### src/rtl/vmicro16_apb_pkg.sv
// Shared definitions for the vmicro16 per-core APB master bridge.
package vmicro16_apb_pkg;

  // Bridge FSM encoding; values are fixed so other vmicro16 blocks can decode them.
  typedef enum logic [1:0] {
    StIdle   = 2'd0,
    StSetup  = 2'd1,
    StAccess = 2'd2
  } apb_state_e;

  localparam int unsigned DefaultBusWidth      = 16;
  localparam int unsigned DefaultTimeoutCycles = 255;

endpackage

### src/rtl/apb_timeout_ctr.sv
// ACCESS-phase wait counter for the APB master bridge.
// tc is high while the count sits at Limit-1, i.e. the last permitted wait cycle.
module apb_timeout_ctr #(
  parameter int unsigned Limit = 255
) (
  input  logic clk,
  input  logic reset,
  input  logic clr,
  input  logic en,
  output logic tc
);

  localparam int unsigned CntW = (Limit > 1) ? $clog2(Limit) : 1;

  logic [CntW-1:0] cnt_q;

  // Clear wins over count; hold at the terminal value rather than wrapping.
  always_ff @(posedge clk or negedge reset) begin
    if (!reset) begin
      cnt_q <= '0;
    end else if (clr) begin
      cnt_q <= '0;
    end else if (en && !tc) begin
      cnt_q <= cnt_q + CntW'(1);
    end
  end

  // Terminal count decode.
  always_comb begin
    tc = (cnt_q == CntW'(Limit - 1));
  end

endmodule

### src/rtl/vmicro16_apb_master.sv
// Per-core APB master bridge: one core load/store becomes one two-phase APB transfer.
// Optional macro APB_MASTER_TIMEOUT_EN aborts an ACCESS phase after TIMEOUT_CYCLES waits.
module vmicro16_apb_master
  import vmicro16_apb_pkg::*;
#(
  parameter int unsigned BUS_WIDTH      = DefaultBusWidth,
  parameter int unsigned TIMEOUT_CYCLES = DefaultTimeoutCycles
) (
  input  logic                 clk,
  input  logic                 reset,
  input  logic                 req_valid,
  output logic                 req_ready,
  input  logic                 req_write,
  input  logic [BUS_WIDTH-1:0] req_addr,
  input  logic [BUS_WIDTH-1:0] req_wdata,
  output logic                 resp_valid,
  output logic [BUS_WIDTH-1:0] resp_rdata,
  output logic                 resp_err,
  output logic [BUS_WIDTH-1:0] M_PADDR,
  output logic                 M_PWRITE,
  output logic                 M_PSELx,
  output logic                 M_PENABLE,
  output logic [BUS_WIDTH-1:0] M_PWDATA,
  input  logic [BUS_WIDTH-1:0] M_PRDATA,
  input  logic                 M_PREADY
);

  if (TIMEOUT_CYCLES < 1) begin : g_bad_timeout
    $error("vmicro16_apb_master: TIMEOUT_CYCLES must be >= 1");
  end

  apb_state_e state;
  logic       timeout_hit;

`ifdef APB_MASTER_TIMEOUT_EN
  logic ctr_clr;
  logic ctr_en;
  logic ctr_tc;

  // Counter restarts on every accepted request and counts only stalled ACCESS cycles.
  always_comb begin
    ctr_clr     = (state == StIdle) && req_valid;
    ctr_en      = (state == StAccess) && !M_PREADY;
    timeout_hit = ctr_tc;
  end

  apb_timeout_ctr #(
    .Limit (TIMEOUT_CYCLES)
  ) u_timeout_ctr (
    .clk   (clk),
    .reset (reset),
    .clr   (ctr_clr),
    .en    (ctr_en),
    .tc    (ctr_tc)
  );
`else
  // Without the timeout feature ACCESS waits for M_PREADY indefinitely.
  always_comb begin
    timeout_hit = 1'b0;
  end
`endif

  // Core handshake: a request is only taken in IDLE.
  always_comb begin
    req_ready = (state == StIdle);
  end

  // Bridge FSM with all APB and response outputs registered.
  always_ff @(posedge clk or negedge reset) begin
    if (!reset) begin
      state      <= StIdle;
      M_PADDR    <= '0;
      M_PWRITE   <= 1'b0;
      M_PWDATA   <= '0;
      M_PSELx    <= 1'b0;
      M_PENABLE  <= 1'b0;
      resp_valid <= 1'b0;
      resp_rdata <= '0;
      resp_err   <= 1'b0;
    end else begin
      resp_valid <= 1'b0;
      case (state)
        StIdle: begin
          if (req_valid) begin
            M_PADDR  <= req_addr;
            M_PWRITE <= req_write;
            M_PWDATA <= req_wdata;
            M_PSELx  <= 1'b1;
            state    <= StSetup;
          end
        end
        StSetup: begin
          M_PENABLE <= 1'b1;
          state     <= StAccess;
        end
        StAccess: begin
          // A ready slave on the limit edge still completes normally.
          if (M_PREADY) begin
            M_PSELx    <= 1'b0;
            M_PENABLE  <= 1'b0;
            resp_valid <= 1'b1;
            resp_rdata <= M_PWRITE ? '0 : M_PRDATA;
            resp_err   <= 1'b0;
            state      <= StIdle;
          end else if (timeout_hit) begin
            M_PSELx    <= 1'b0;
            M_PENABLE  <= 1'b0;
            resp_valid <= 1'b1;
            resp_rdata <= '0;
            resp_err   <= 1'b1;
            state      <= StIdle;
          end
        end
        default: begin
          M_PSELx   <= 1'b0;
          M_PENABLE <= 1'b0;
          state     <= StIdle;
        end
      endcase
    end
  end

endmodule

### config.mk
export PLATFORM = sky130hd
export DESIGN_NAME = vmicro16_apb_master
export DESIGN_NICKNAME = d
export VERILOG_FILES = /design/src/rtl/vmicro16_apb_pkg.sv /design/src/rtl/apb_timeout_ctr.sv /design/src/rtl/vmicro16_apb_master.sv
export SDC_FILE = /design/constraint.sdc
export NUM_CORES = 1
export LEC_CHECK = 0
export CAP_MARGIN = 20
export CORE_UTILIZATION = 41
export CTS_BUF_LIST = sky130_fd_sc_hd__clkbuf_4 sky130_fd_sc_hd__clkbuf_8 sky130_fd_sc_hd__clkbuf_16
export CTS_CLUSTER_SIZE = 10
export DETAILED_ROUTE_END_ITERATION = 12
export GPL_ROUTABILITY_DRIVEN = 0
export HOLD_SLACK_MARGIN = 0.1
export PLACE_DENSITY = 0.8
export SLEW_MARGIN = 5
export SYNTH_ARGS = -nofsm -noshare
export SYNTH_HDL_FRONTEND = slang
export SYNTH_SLANG_ARGS = --single-unit
### constraint.sdc
create_clock -name clk -period 1.6 [get_ports clk]
set_input_delay 0.24 -clock clk [delete_from_list [all_inputs] [get_ports clk]]
set_output_delay 0.24 -clock clk [all_outputs]
set_load 0.02 [all_outputs]
==> summary.md <==
| Metric | Value |
|---|---|
| Synth Flop Type | `dfrtp_1` |
| Maximum root-to-sink buffer count | `2` |
| Warnings, synthesis | `0` |
| CP arrival | `between 1 and 1.5 ns` |
| Max Freq | `0.652 GHz` |
| Worst vdd ir | `0.978 mV` |
| Clk root buf | `clkbuf_8` |
| Layout cells sized above 1 | `19.6%` |
| Initial core utilization | `43.1%` |
| Clock skew | `about 0.0031 ns` |
| Yosys reg bits | `54` |
| Minimum clock period | `roughly 1.5 ns` |
| Final Max Tran Viols | `0` |
| Post-synth top cells | `54 x dfrtp_1, 29 x mux2_4, 17 x o21ai_0` |
| Post-Syn Area per Cell | `14.3 um^2` |
| Reg2Reg Depth | `4` |
| Core ar. | `0.00520 mm^2` |
| Count of different cell masters after synthesis | `21` |
| Die Y | `76.0 um` |
| Routed wire length | `4660 um` |
| First-pass GRT wire length | `7920 um` |
| Global route overflow | `0` |
| Synth area leaders | `dfrtp_1 60%, mux2_4 19%, nand2b_1 4.5%` |
| 1st-iter DRT viols | `74` |
| CP Class | `flop to primary output` |
| Full die area | `0.00578 mm^2` |
| Largest stage delay, worst path | `0.62 ns` |
| Hold Vio Cnt, Final | `0` |
| Mapped cell area | `0.00225 mm^2` |
| Critical path's top delay family | `buffers and inverters` |
| Util after Layout | `67.0%` |
| Design Power | `between 0.006 and 0.007 W` |
| Detail Route Antenna Nets | `0` |
| Final net count | `roughly 320` |
| Register area share after synthesis | `60.2%` |
| Yosys top cell by area | `dfrtp_1` |
| Max_cap viols | `0` |
| Row Count | `26` |
| Leakage power | `1.54 nW` |
| RSZ-0062 raised after global routing | `no` |
| Final worst-path cycle share | `95.9%` |
| Clock-pin transition on the worst setup and hold timing paths | `0.09 ns` |
| Routed len/inst | `13.7 um` |
| Via count | `1548` |
| Number of synthesized flops with an enable pin | `0` |
| DP HPWL | `3400 um` |
| Buf+Inv Stages, Crit Path | `1` |
| Worst-path fanout max | `3` |
| Clock Sinks | `54` |
| Clk Latency, worst-skew pair | `0.29 ns` |
| # IOs | `about 110` |
| Syn-to-layout area delta | `55.3%` |
| Pwr/cell area | `1900 mW/mm^2` |
| Setup WS pre-CTS | `approximately 0.04 ns` |
| Cts bufs inserted | `5` |
| CTS tree | `built` |
| Cell depth of the worst setup path | `1` |
| Status | `finished, final reports clean` |
| Initial antenna violation count | `0` |
| Critical Path Source Type | `flop` |
| Crit path capture type | `primary output` |
| Final worst setup slack | `0.0660 ns` |
| Endpoints failing setup | `0` |
| Tot GR Track Use | `17.3%` |
| Final TNS setup | `0 ns` |
| Syn Nets | `210` |
| Die span in x | `76.0 um` |
| Synth top area share | `60.2%` |
| Smallest hold slack | `0.462 ns` |
| Vias in the first global route | `1623` |
| Top-count cell post-synth | `dfrtp_1` |
| Largest net degree at the start of global routing | `55` |
| H-tree levels | `2` |
| 1st-pass router iterations | `4` |
| # port buffers | `about 110` |
| N_diodes | `0` |
| Via density | `4.55` |
| Crit-path cells | `clkdlybuf4s50_1` |
| Critical-path top delay cell | `clkdlybuf4s50_1` |
| Drt drc | `0` |
| Min-delay worst type | `input pin to async pin` |
| Post-Syn Instances | `157` |
| CP required | `between 1 and 1.5 ns` |
| Synth async-reset ratio | `between 90% and 100%` |
routing by layer:
metal,global-route usage [%],share of wire (%),vias up,wire length [um]
met2,30.1,49,66,2280
met4,5.00,0.97,0,45
met5,0,0,-,0
li1,-,-,743,-
met1,21.5,44,733,2040
met3,4.19,6.4,6,296
worst paths after layout:
kind                                                 from                         to  slack [ns]
worst max-delay path                  M_PSELx$_DFFE_PN0P_                    M_PSELx        0.07
worst min-delay path                                reset   M_PWDATA[13]$_DFFE_PN0P_        0.46
worst max register to register       state[0]$_DFFE_PN0P_     M_PADDR[7]$_DFFE_PN0P_        0.25
worst min register to register  resp_rdata[6]$_DFFE_PN0P_  resp_rdata[6]$_DFFE_PN0P_        0.48
max in group asynchronous                           reset       M_PWRITE$_DFFE_PN0P_        0.90
min in group clk                resp_rdata[6]$_DFFE_PN0P_  resp_rdata[6]$_DFFE_PN0P_        0.48
metrics by stage:
stage,cells,area [um^2]
global placement,331,3380
detailed placement,331,3380
global route,340,3490
finish,340,3490
floorplan,157,2250
CTS,340,3490
cell type report:
class / count / area, um^2
fillers: 413 / 1720
flip-flops and latches: 54 / 1350
repair buffers: 114 / 1150
multi-input cells: 91 / 790
clock buffers: 7 / 90.1
well taps: 70 / 87.6
inverters: 3 / 11.3
clock inverters: 1 / 5.00
cells by family (layout without fill, tap and decap cells):
logic type             count (synthesis)  after routing  share of synthesized area [%]
other                                  1              1                          0.167
and+or+nand+nor                       36             36                           8.36
DFF                                   54             54                           60.2
AOI/OAI and AO/OA                     21             21                           5.24
muxes                                 33             33                           21.4
buffers and inverters                 12            125                           4.68
cell usage in the layout (no fill, tap or decap):
| master | Yosys | final |
|---|---|---|
| clkdlybuf4s50_1 | 0 | 103 |
| dfrtp_1 | 54 | 54 |
| mux2_4 | 29 | 29 |
| o21ai_0 | 17 | 17 |
| nand2b_1 | 16 | 16 |
| nand2_1 | 16 | 16 |
| clkbuf_8 | 0 | 6 |
| buf_4 | 1 | 5 |
| mux2_2 | 4 | 4 |
| inv_1 | 3 | 3 |
| buf_12 | 3 | 3 |
| nor2_2 | 1 | 1 |
| nand3b_1 | 1 | 1 |
| and2_4 | 1 | 1 |
| nor3_1 | 1 | 1 |
| a21o_2 | 1 | 1 |
| a22oi_1 | 1 | 1 |
| o2bb2ai_1 | 1 | 1 |
| o21a_1 | 1 | 1 |
| conb_1 | 1 | 1 |
| clkbuf_4 | 0 | 1 |
| clkinv_2 | 0 | 1 |
| dlygate4sd3_1 | 0 | 1 |
| buf_2 | 0 | 1 |
| dlygate4sd2_1 | 0 | 1 |
sequential cells by signal, summed over array words and instances (netlist names):
| register | flops |
|---|---|
| M_PSELx | 1 |
| state | 2 |
| M_PADDR | 16 |
| M_PENABLE | 1 |
| resp_rdata | 16 |
| resp_valid | 1 |
| M_PWDATA | 16 |
| M_PWRITE | 1 |
power by group:
part	switching [W]	internal, W
combinational	0.00153	0.00200
clock	0.000401	0.000367
sequential	0.000353	0.00198
repair_timing:
item,in CTS,in global routing
buffers inserted,0,0
hold buffers,1,0
hold endpoints to repair,54,0
gates resized for setup,1,0
endpoints found under the setup margin,1,0
Note: power is estimated with default switching activity, not from simulation.
